**src/rtl/tea_serial_bridge_if.sv**
```systemverilog
// Valid/ready stream port pair for tea_serial_bridge: beat input with job mode, beat output.
// iMode widens to {keep key, direction} when TEA_KEY_RETAIN_EN is defined.
interface tea_serial_bridge_if #(
    parameter int PORT_WIDTH = 8
);
`ifdef TEA_KEY_RETAIN_EN
    localparam int MODE_W = 2;
`else
    localparam int MODE_W = 1;
`endif

    logic [PORT_WIDTH-1:0] iData;
    logic                  iValid;
    logic [MODE_W-1:0]     iMode;
    logic                  oReady;
    logic [PORT_WIDTH-1:0] oData;
    logic                  oValid;
    logic                  iReady;

    modport slave (
        input  iData, iValid, iMode, iReady,
        output oReady, oData, oValid
    );

    modport master (
        output iData, iValid, iMode, iReady,
        input  oReady, oData, oValid
    );
endinterface

```
**src/rtl/tea_serial_bridge.sv**
```systemverilog
// Serial front end for the TEA core: loads V0,V1,K0..K3 in PORT_WIDTH beats, pulses start,
// streams the two result words back out. TEA_KEY_RETAIN_EN adds a keep-key short load.
module tea_serial_bridge #(
    parameter int          WORD_SIZE    = 32,
    parameter int          PORT_WIDTH   = 8,
    parameter logic [31:0] DELTA        = 32'h9e3779b9,
    parameter int          ROUND_NUMBER = 32
) (
    input  logic                 clk,
    input  logic                 rst_n,
    tea_serial_bridge_if.slave   bus,
    output logic [WORD_SIZE-1:0] oV0,
    output logic [WORD_SIZE-1:0] oV1,
    output logic [WORD_SIZE-1:0] oK0,
    output logic [WORD_SIZE-1:0] oK1,
    output logic [WORD_SIZE-1:0] oK2,
    output logic [WORD_SIZE-1:0] oK3,
    output logic                 oStartCipher,
    output logic                 oStartDecipher,
    output logic                 oBusy,
    input  logic [WORD_SIZE-1:0] iC0,
    input  logic [WORD_SIZE-1:0] iC1,
    input  logic [WORD_SIZE-1:0] iV0,
    input  logic [WORD_SIZE-1:0] iV1,
    input  logic                 iDoneCipher,
    input  logic                 iDoneDecipher
);
    localparam int W  = WORD_SIZE;
    localparam int P  = PORT_WIDTH;
    localparam int S  = W / P;
    localparam int L  = 6 * S;
    localparam int U  = 2 * S;
    localparam int CW = $clog2(L);

    localparam logic [CW-1:0] LAST_FULL  = CW'(L - 1);
    localparam logic [CW-1:0] LAST_VONLY = CW'(2 * S - 1);
    localparam logic [CW-1:0] LAST_OUT   = CW'(U - 1);
    localparam logic [CW-1:0] V_BEATS    = CW'(2 * S);

    // DELTA and ROUND_NUMBER belong to the core; only sanity-checked here.
    if ((W % P != 0) || (ROUND_NUMBER < 1) || (DELTA == 32'h0)) begin : gBadCfg
        $error("tea_serial_bridge: WORD_SIZE must be a multiple of PORT_WIDTH");
    end

    typedef enum logic [2:0] {IDLE, LOAD, START, WAIT, UNLOAD} state_t;

    state_t          state, stateNxt;
    logic [CW-1:0]   cnt;
    logic            mode;
    logic            keep;
    logic [2*W-1:0]  vSr;
    logic [4*W-1:0]  kSr;
    logic [2*W-1:0]  outSr;
    logic            accept;
    logic            doneHit;
    logic [CW-1:0]   lastLoad;

    assign accept   = bus.iValid && bus.oReady;
    assign doneHit  = mode ? iDoneDecipher : iDoneCipher;
    assign lastLoad = keep ? LAST_VONLY : LAST_FULL;

    always_comb begin
        stateNxt = state;
        case (state)
            IDLE:    if (accept) stateNxt = LOAD;
            LOAD:    if (accept && cnt == lastLoad) stateNxt = START;
            START:   stateNxt = WAIT;
            WAIT:    if (doneHit) stateNxt = UNLOAD;
            UNLOAD:  if (bus.iReady && cnt == LAST_OUT) stateNxt = IDLE;
            default: stateNxt = IDLE;
        endcase
    end

    always_ff @(posedge clk or negedge rst_n) begin
        if (!rst_n) begin
            state <= IDLE;
            cnt   <= '0;
            mode  <= 1'b0;
            keep  <= 1'b0;
            vSr   <= '0;
            kSr   <= '0;
            outSr <= '0;
        end else begin
            state <= stateNxt;
            if (state == IDLE && accept) begin
                mode <= bus.iMode[0];
`ifdef TEA_KEY_RETAIN_EN
                keep <= bus.iMode[1];
`else
                keep <= 1'b0;
`endif
            end
            // V words come first on the wire; everything after them is key material.
            if (accept) begin
                if (cnt < V_BEATS) vSr <= {vSr[2*W-P-1:0], bus.iData};
                else               kSr <= {kSr[4*W-P-1:0], bus.iData};
                cnt <= (state == LOAD && cnt == lastLoad) ? '0 : cnt + 1'b1;
            end
            if (state == WAIT && doneHit)
                outSr <= mode ? {iV0, iV1} : {iC0, iC1};
            if (state == UNLOAD && bus.iReady) begin
                outSr <= outSr << P;
                cnt   <= (cnt == LAST_OUT) ? '0 : cnt + 1'b1;
            end
        end
    end

    assign bus.oReady     = (state == IDLE) || (state == LOAD);
    assign bus.oValid     = (state == UNLOAD);
    assign bus.oData      = (state == UNLOAD) ? outSr[2*W-1 -: P] : '0;
    assign oBusy          = (state != IDLE);
    assign oStartCipher   = (state == START) && !mode;
    assign oStartDecipher = (state == START) && mode;

    assign oV0 = vSr[2*W-1 -: W];
    assign oV1 = vSr[W-1:0];
    assign oK0 = kSr[4*W-1 -: W];
    assign oK1 = kSr[3*W-1 -: W];
    assign oK2 = kSr[2*W-1 -: W];
    assign oK3 = kSr[W-1:0];
endmodule

```
**src/flat_wrapper.sv**
```systemverilog
// flat-port wrapper written by rule: the top's interface ports become plain ports
module tea_serial_bridge_flat 
#(
    parameter int          WORD_SIZE    = 32,
    parameter int          PORT_WIDTH   = 8,
    parameter logic [31:0] DELTA        = 32'h9e3779b9,
    parameter int          ROUND_NUMBER = 32
)
  (clk, rst_n, oV0, oV1, oK0, oK1, oK2, oK3, oStartCipher, oStartDecipher, oBusy, iC0, iC1, iV0, iV1, iDoneCipher, iDoneDecipher, bus_iData, bus_iValid, bus_iMode, bus_iReady, bus_oReady, bus_oData, bus_oValid);
  tea_serial_bridge_if #(.PORT_WIDTH(PORT_WIDTH)) bus_i ();
  input  logic clk;
  input  logic rst_n;
  output logic [WORD_SIZE-1:0] oV0;
  output logic [WORD_SIZE-1:0] oV1;
  output logic [WORD_SIZE-1:0] oK0;
  output logic [WORD_SIZE-1:0] oK1;
  output logic [WORD_SIZE-1:0] oK2;
  output logic [WORD_SIZE-1:0] oK3;
  output logic oStartCipher;
  output logic oStartDecipher;
  output logic oBusy;
  input  logic [WORD_SIZE-1:0] iC0;
  input  logic [WORD_SIZE-1:0] iC1;
  input  logic [WORD_SIZE-1:0] iV0;
  input  logic [WORD_SIZE-1:0] iV1;
  input  logic iDoneCipher;
  input  logic iDoneDecipher;
  input wire logic [$bits(bus_i.iData)-1:0] bus_iData;
  input wire logic [$bits(bus_i.iValid)-1:0] bus_iValid;
  input wire logic [$bits(bus_i.iMode)-1:0] bus_iMode;
  input wire logic [$bits(bus_i.iReady)-1:0] bus_iReady;
  output wire logic [$bits(bus_i.oReady)-1:0] bus_oReady;
  output wire logic [$bits(bus_i.oData)-1:0] bus_oData;
  output wire logic [$bits(bus_i.oValid)-1:0] bus_oValid;
  assign bus_i.iData = bus_iData;
  assign bus_i.iValid = bus_iValid;
  assign bus_i.iMode = bus_iMode;
  assign bus_i.iReady = bus_iReady;
  assign bus_oReady = bus_i.oReady;
  assign bus_oData = bus_i.oData;
  assign bus_oValid = bus_i.oValid;
  tea_serial_bridge #(.WORD_SIZE(WORD_SIZE), .PORT_WIDTH(PORT_WIDTH), .DELTA(DELTA), .ROUND_NUMBER(ROUND_NUMBER)) u_core (.clk(clk), .rst_n(rst_n), .bus(bus_i), .oV0(oV0), .oV1(oV1), .oK0(oK0), .oK1(oK1), .oK2(oK2), .oK3(oK3), .oStartCipher(oStartCipher), .oStartDecipher(oStartDecipher), .oBusy(oBusy), .iC0(iC0), .iC1(iC1), .iV0(iV0), .iV1(iV1), .iDoneCipher(iDoneCipher), .iDoneDecipher(iDoneDecipher));
endmodule
```
**config.mk**
```make
export PLATFORM = sky130hd
export DESIGN_NAME = tea_serial_bridge_flat
export DESIGN_NICKNAME = d
export VERILOG_FILES = /design/src/rtl/tea_serial_bridge_if.sv /design/src/rtl/tea_serial_bridge.sv /design/src/flat_wrapper.sv
export SDC_FILE = /design/constraint.sdc
export NUM_CORES = 1
export LEC_CHECK = 0
export BUFFER_PORTS_ARGS = -buffer_cell sky130_fd_sc_hd__clkbuf_2
export CORE_MARGIN = 4
export CORE_UTILIZATION = 45
export DETAILED_ROUTE_END_ITERATION = 10
export PLACE_DENSITY_LB_ADDON = 0.05
export SYNTH_ARGS = -nofsm -noshare
export SYNTH_HDL_FRONTEND = slang
export SYNTH_SLANG_ARGS = --single-unit
```
**constraint.sdc**
```tcl
create_clock -name clk -period 2.4 [get_ports clk]
set_clock_uncertainty 0.15 [all_clocks]
set_input_delay 0.36 -clock clk [delete_from_list [all_inputs] [get_ports clk]]
set_output_delay 0.36 -clock clk [all_outputs]
set_load 0.005 [all_outputs]
```
# Word-level counts from Yosys, hierarchy flattened
# Index checks and enable logic that the tools add are counted.
word_totals:
  register_bits: 265
  latch_bits: 0
  ramBits: 0
  romBits: 0
  inputBits: 143
  out_inout_bits: 205
  word_cells: 51
  memories: 0
classes:
  add_sub_neg: 1
  n_mul: 0
  n_div: 0
  magnitude_cmp: 1
  eq_ne: 10
  shifts: 0
  n_mux: 14
  bitwise_logic: 1
  n_reduce_logical: 18
ops:
  columns: ["op", "count"]
  rows:
  - ["2-to-1 mux 64 bit", 3]
  - ["2-to-1 mux 5 bit", 4]
  - ["one-hot mux 3 bit (5 select lines)", 1]
  - ["2-to-1 mux 3 bit", 4]
  - ["logical AND 1 bit", 9]
  - ["2-to-1 mux 8 bit", 1]
  - ["!= test 2 x 1 -> 1 bit (second input constant)", 4]
  - ["equality test 3 x 2 -> 1 bit (second input constant)", 2]
  - ["adder 5 x 1 -> 5 bit (second input constant)", 1]
  - ["equality test 5 x 3 -> 1 bit (second input constant)", 1]
  - ["equality test 5 bit (second input constant)", 1]
  - ["less-than comparator 5 x 4 -> 1 bit (second input constant)", 1]
  - ["AND reduction 2 bit", 2]
  - ["AND reduction 4 bit", 1]
  - ["nonzero test 2 bit", 2]
  - ["equality test 3 x 1 -> 1 bit (second input constant)", 1]
  - ["equality test 3 bit (second input constant)", 1]
  - ["logical NOT 3 bit", 1]
  - ["nonzero test 3 bit", 1]
  - ["logical NOT 1 bit", 1]
  - ["logical OR 1 bit", 1]
  - ["2-to-1 mux 1 bit", 1]
  - ["inverter 1 bit", 1]

# Longest topological paths before layout
depth:
  word_depth: 6
  ltp_mapped: 7
  mapped_depth_nobuf: 5

# Worst setup path after synthesis
# No wires, ideal clock.
synth_timing:
  kind: "reg2out"
  startpoint: "register u_core.mode"
  endpoint: "output port oStartDecipher"
  arrival_time_ps: 1397
  required_time_ps: 1890
  path_slack_ps: 493
  path_stages_with_launch: 6
  path_buffers: 4
  cell_sequence: "dfrtp_1 buf_4 buf_4 buf_4 buf_2 nor4bb_1"
synth_between:
  elab_chain_cells: 1
synth_rtl:
  columns: ["item", "line", "rtl"]
  rows:
  - ["from (decl)", "tea_serial_bridge.sv:49", "logic mode;"]
  - ["from (signal assigned)", "tea_serial_bridge.sv:86", "mode <= bus.iMode[0];"]
  - ["logical AND 1 bit", "tea_serial_bridge.sv:113", "assign oStartDecipher = (state == START) && mode;"]
  - ["to (decl)", "flat_wrapper.sv:20", "output logic oStartDecipher;"]
# Every way passes these cells.

# Worst setup path in the final report
layout_timing:
  startpoint: "register u_core.mode"
  endpoint: "output port oStartCipher"
layout_between:
  elab_chain_cells: 2
layout_rtl:
  columns: ["item", "line", "rtl"]
  rows:
  - ["logical NOT 1 bit", "tea_serial_bridge.sv:112", "assign oStartCipher = (state == START) && !mode;"]
  - ["logical AND 1 bit", "tea_serial_bridge.sv:112", null]
  - ["to (decl)", "flat_wrapper.sv:19", "output logic oStartCipher;"]
# Every way passes these cells.

==> out/results.ini <==
[placement]
portBuffers = 347
placed_cell_area_sq_um = 13100
gp_congestion = 0.785
pre_cts_ws_ns = 0.427
dp.cells = 1384
dp_hpwl_microns = 19200

[floorplan]
fp.coreArea_sq_um = 23800
start_util_pct = 46.2
die_area_sq_um = 26900
rows = 56
die_h_microns = 164
die_w_microns = 164
ios = 348

[detailed_routing]
drtPass1Iterations = 4
ant_nets = 0
drt_iter0_drc = 495
finalWirelength_microns = 26800
vias = 7445
wire_per_inst_microns = 18.5
drc = 0
drt-vias-per-instance = 5.12

[clocking]
cts_sinks = 265
cts.clk_slew.worst_paths_ns = 0.06
h-tree-depth = 1
cts.path.max_buffers = 3
cts_tree = yes
numCtsBuffers = 27
clock_latency_ns = 0.53
root_buffer = clkbuf_16

[layout]
nets = 1258
area_growth_pct = 29.8
filler_cell_count = 1955
layout.cells.non_filler = 1455
final_area_sq_um = 14200
layout_commonest_cell = clkbuf_2
final_util_pct = 59.9
final_cell_mix = clkbuf_2 (346), dfrtp_1 (262), mux2_1 (192)
layout-drive-gt1-share_pct = 37.2

[logic_synthesis]
ys_seq_area_share_pct = 60.5
synth_cell_types = 40
synth-edff-count = 0
syn_nets = 897
synth_seq_cells = 265
async_reset_ff_share_pct = 100
synth_area_sq_um = 11000
ys_dominant_reg_cell = dfrtp_1
ys.warnings.count = 0
synth_area_per_cell_sq_um = 14.6
synthCells = 753

[timing]
finalSetupViolations = 0
final-hold-violation-count = 0
tightest_slew_ns = 0.465
tns_ns = 0
rsz0062_at_grt = false
min_period_ns = 2.27
finalCritPeriodShare_pct = 94.5
whs_ns = 0.0176
fin_ws_ns = 0.133
relSlewSlack_pct = 69.0
max_freq_mhz = 441
maxSlewViolCount = 0

[power_and_ir_drop]
power_leakage_nw = 7.07
total_power_mw = 17.8
vdd_ir_drop_max_mv = 0.830
p_per_area_nw_per_um2 = 1250

[worst_setup_path]
critical-path-slowest-cell = dfrtp_4
slowest_delay_ns = 0.53
worstSetupPathType = reg2out
path_cells = buf_16 -> nor4b_2 -> clkbuf_2
crit_arrival_ns = 1.76
critPathCaptureType = output port
r2r-end = u_core.kSr[59]
cp_max_fo = 34
critPathRequiredTime_ns = 1.89
startpoint = u_core.mode
r2r_start = u_core.state[1]
crit_end = oStartCipher
r2r_setup_slack_ns = 0.44
critPathLaunchType = flop
r2r_cells = 5

[grt]
grt_pass1_vias = 7511
grt_pass1_wl_microns = 41000
grt_max_degree = 68
grt-ovfl-total = 0
antenna_found_initial = 1
grt_use_total_pct = 18.9

[run_status]
status = finished clean

[job]
cap_violations = 0

[hold_path]
hp-class = in2reg

## worst min path at each step
stage,start,endpoint,slack (ns),cells after the start
CTS,iC0[17],u_core.outSr[49],0.0003,4
detailed placement,rst_n,u_core.kSr[121],0.17,1
global placement,rst_n,u_core.kSr[121],0.18,1
floorplan,rst_n,u_core.cnt[0],-0.09,0
global route,iV1[5],u_core.outSr[5],0.01,3
finish,iC1[6],u_core.outSr[6],0.02,3
## cells in the mapped netlist (all sizes together), types with 2 or more instances
cell type  count  area (sq um)
inv            2          7.51
nor3           2          10.0
nand3          4          25.0
and2           8          50.1
a21oi          5          25.0
o2bb2ai        8          70.1
clkbuf        11          41.3
o21ai          3          15.0
dfrtp        265          6630
or3            2          12.5
nand2         10          37.5
nor2          59           229
nor4bb         2          20.0
mux2         194          2190
a221o         56           561
mux2i         64           641
nand3b         2          15.0
buf           42           267
## kinds of logic (layout without fill, tap and decap cells)
family | count (synthesis) | in the layout | synth area share, %
buf+inv | 55 | 437 | 2.87
other cells | 0 | 1 | 0
flops | 265 | 265 | 60.5
simple gates | 95 | 95 | 4.14
mux | 258 | 258 | 25.8
compound gates | 78 | 78 | 6.55
fa+ha+maj | 1 | 1 | 0.114
xor+xnor | 1 | 1 | 0.0799
## layout make-up
type                            count  area (sq um)  area share (%)
Tap cell                          319           399            2.80
Clock inverter                     10           104           0.729
Multi-Input combinational cell    433          4060            28.5
Antenna cell                        1          2.50          0.0176
Inverter                            2          7.51          0.0527
Clock buffer                       40           774            5.44
Sequential cell                   265          6640            46.6
Timing Repair Buffer              385          2250            15.8
## critical path, delay by kind of cell (launching register included)
kind	cells	cell delay (ns)
simple gates	1	0.34
flops	1	0.53
buf+inv	2	0.38
## state kept, by name, summed over array words and instances, names as in the netlist
signal / count
u_core.state: 3
u_core.outSr: 64
u_core.mode: 1
u_core.cnt: 5
u_core.vSr: 64
u_core.kSr: 128
## power by group
| group | switching, mW | internal [mW] | total, mW | leakage [nW] |
|---|---|---|---|---|
| logic | 2.60 | 3.23 | 5.83 | 3.33 |
| registers | 1.44 | 6.37 | 7.81 | 3.31 |
| clock network | 1.68 | 2.45 | 4.13 | 0.438 |
## metal layers
| metal | vias to the layer above | part of all wire (%) | track usage, % |
|---|---|---|---|
| met2 | 255 | 46 | 29.8 |
| met5 | - | 0 | 0 |
| met4 | 0 | 2.7 | 5.76 |
| li1 | 3487 | - | - |
| met3 | 43 | 6.3 | 3.46 |
| met1 | 3660 | 45 | 26.9 |
## what timing repair did
item,CTS,global route
setup endpoints to repair,4,9
cloned,0,1
gates resized for setup,5,1
buffers inserted,0,2
hold buffers,17,0
hold endpoints to repair,74,0
(Power assumes the default switching activity.)
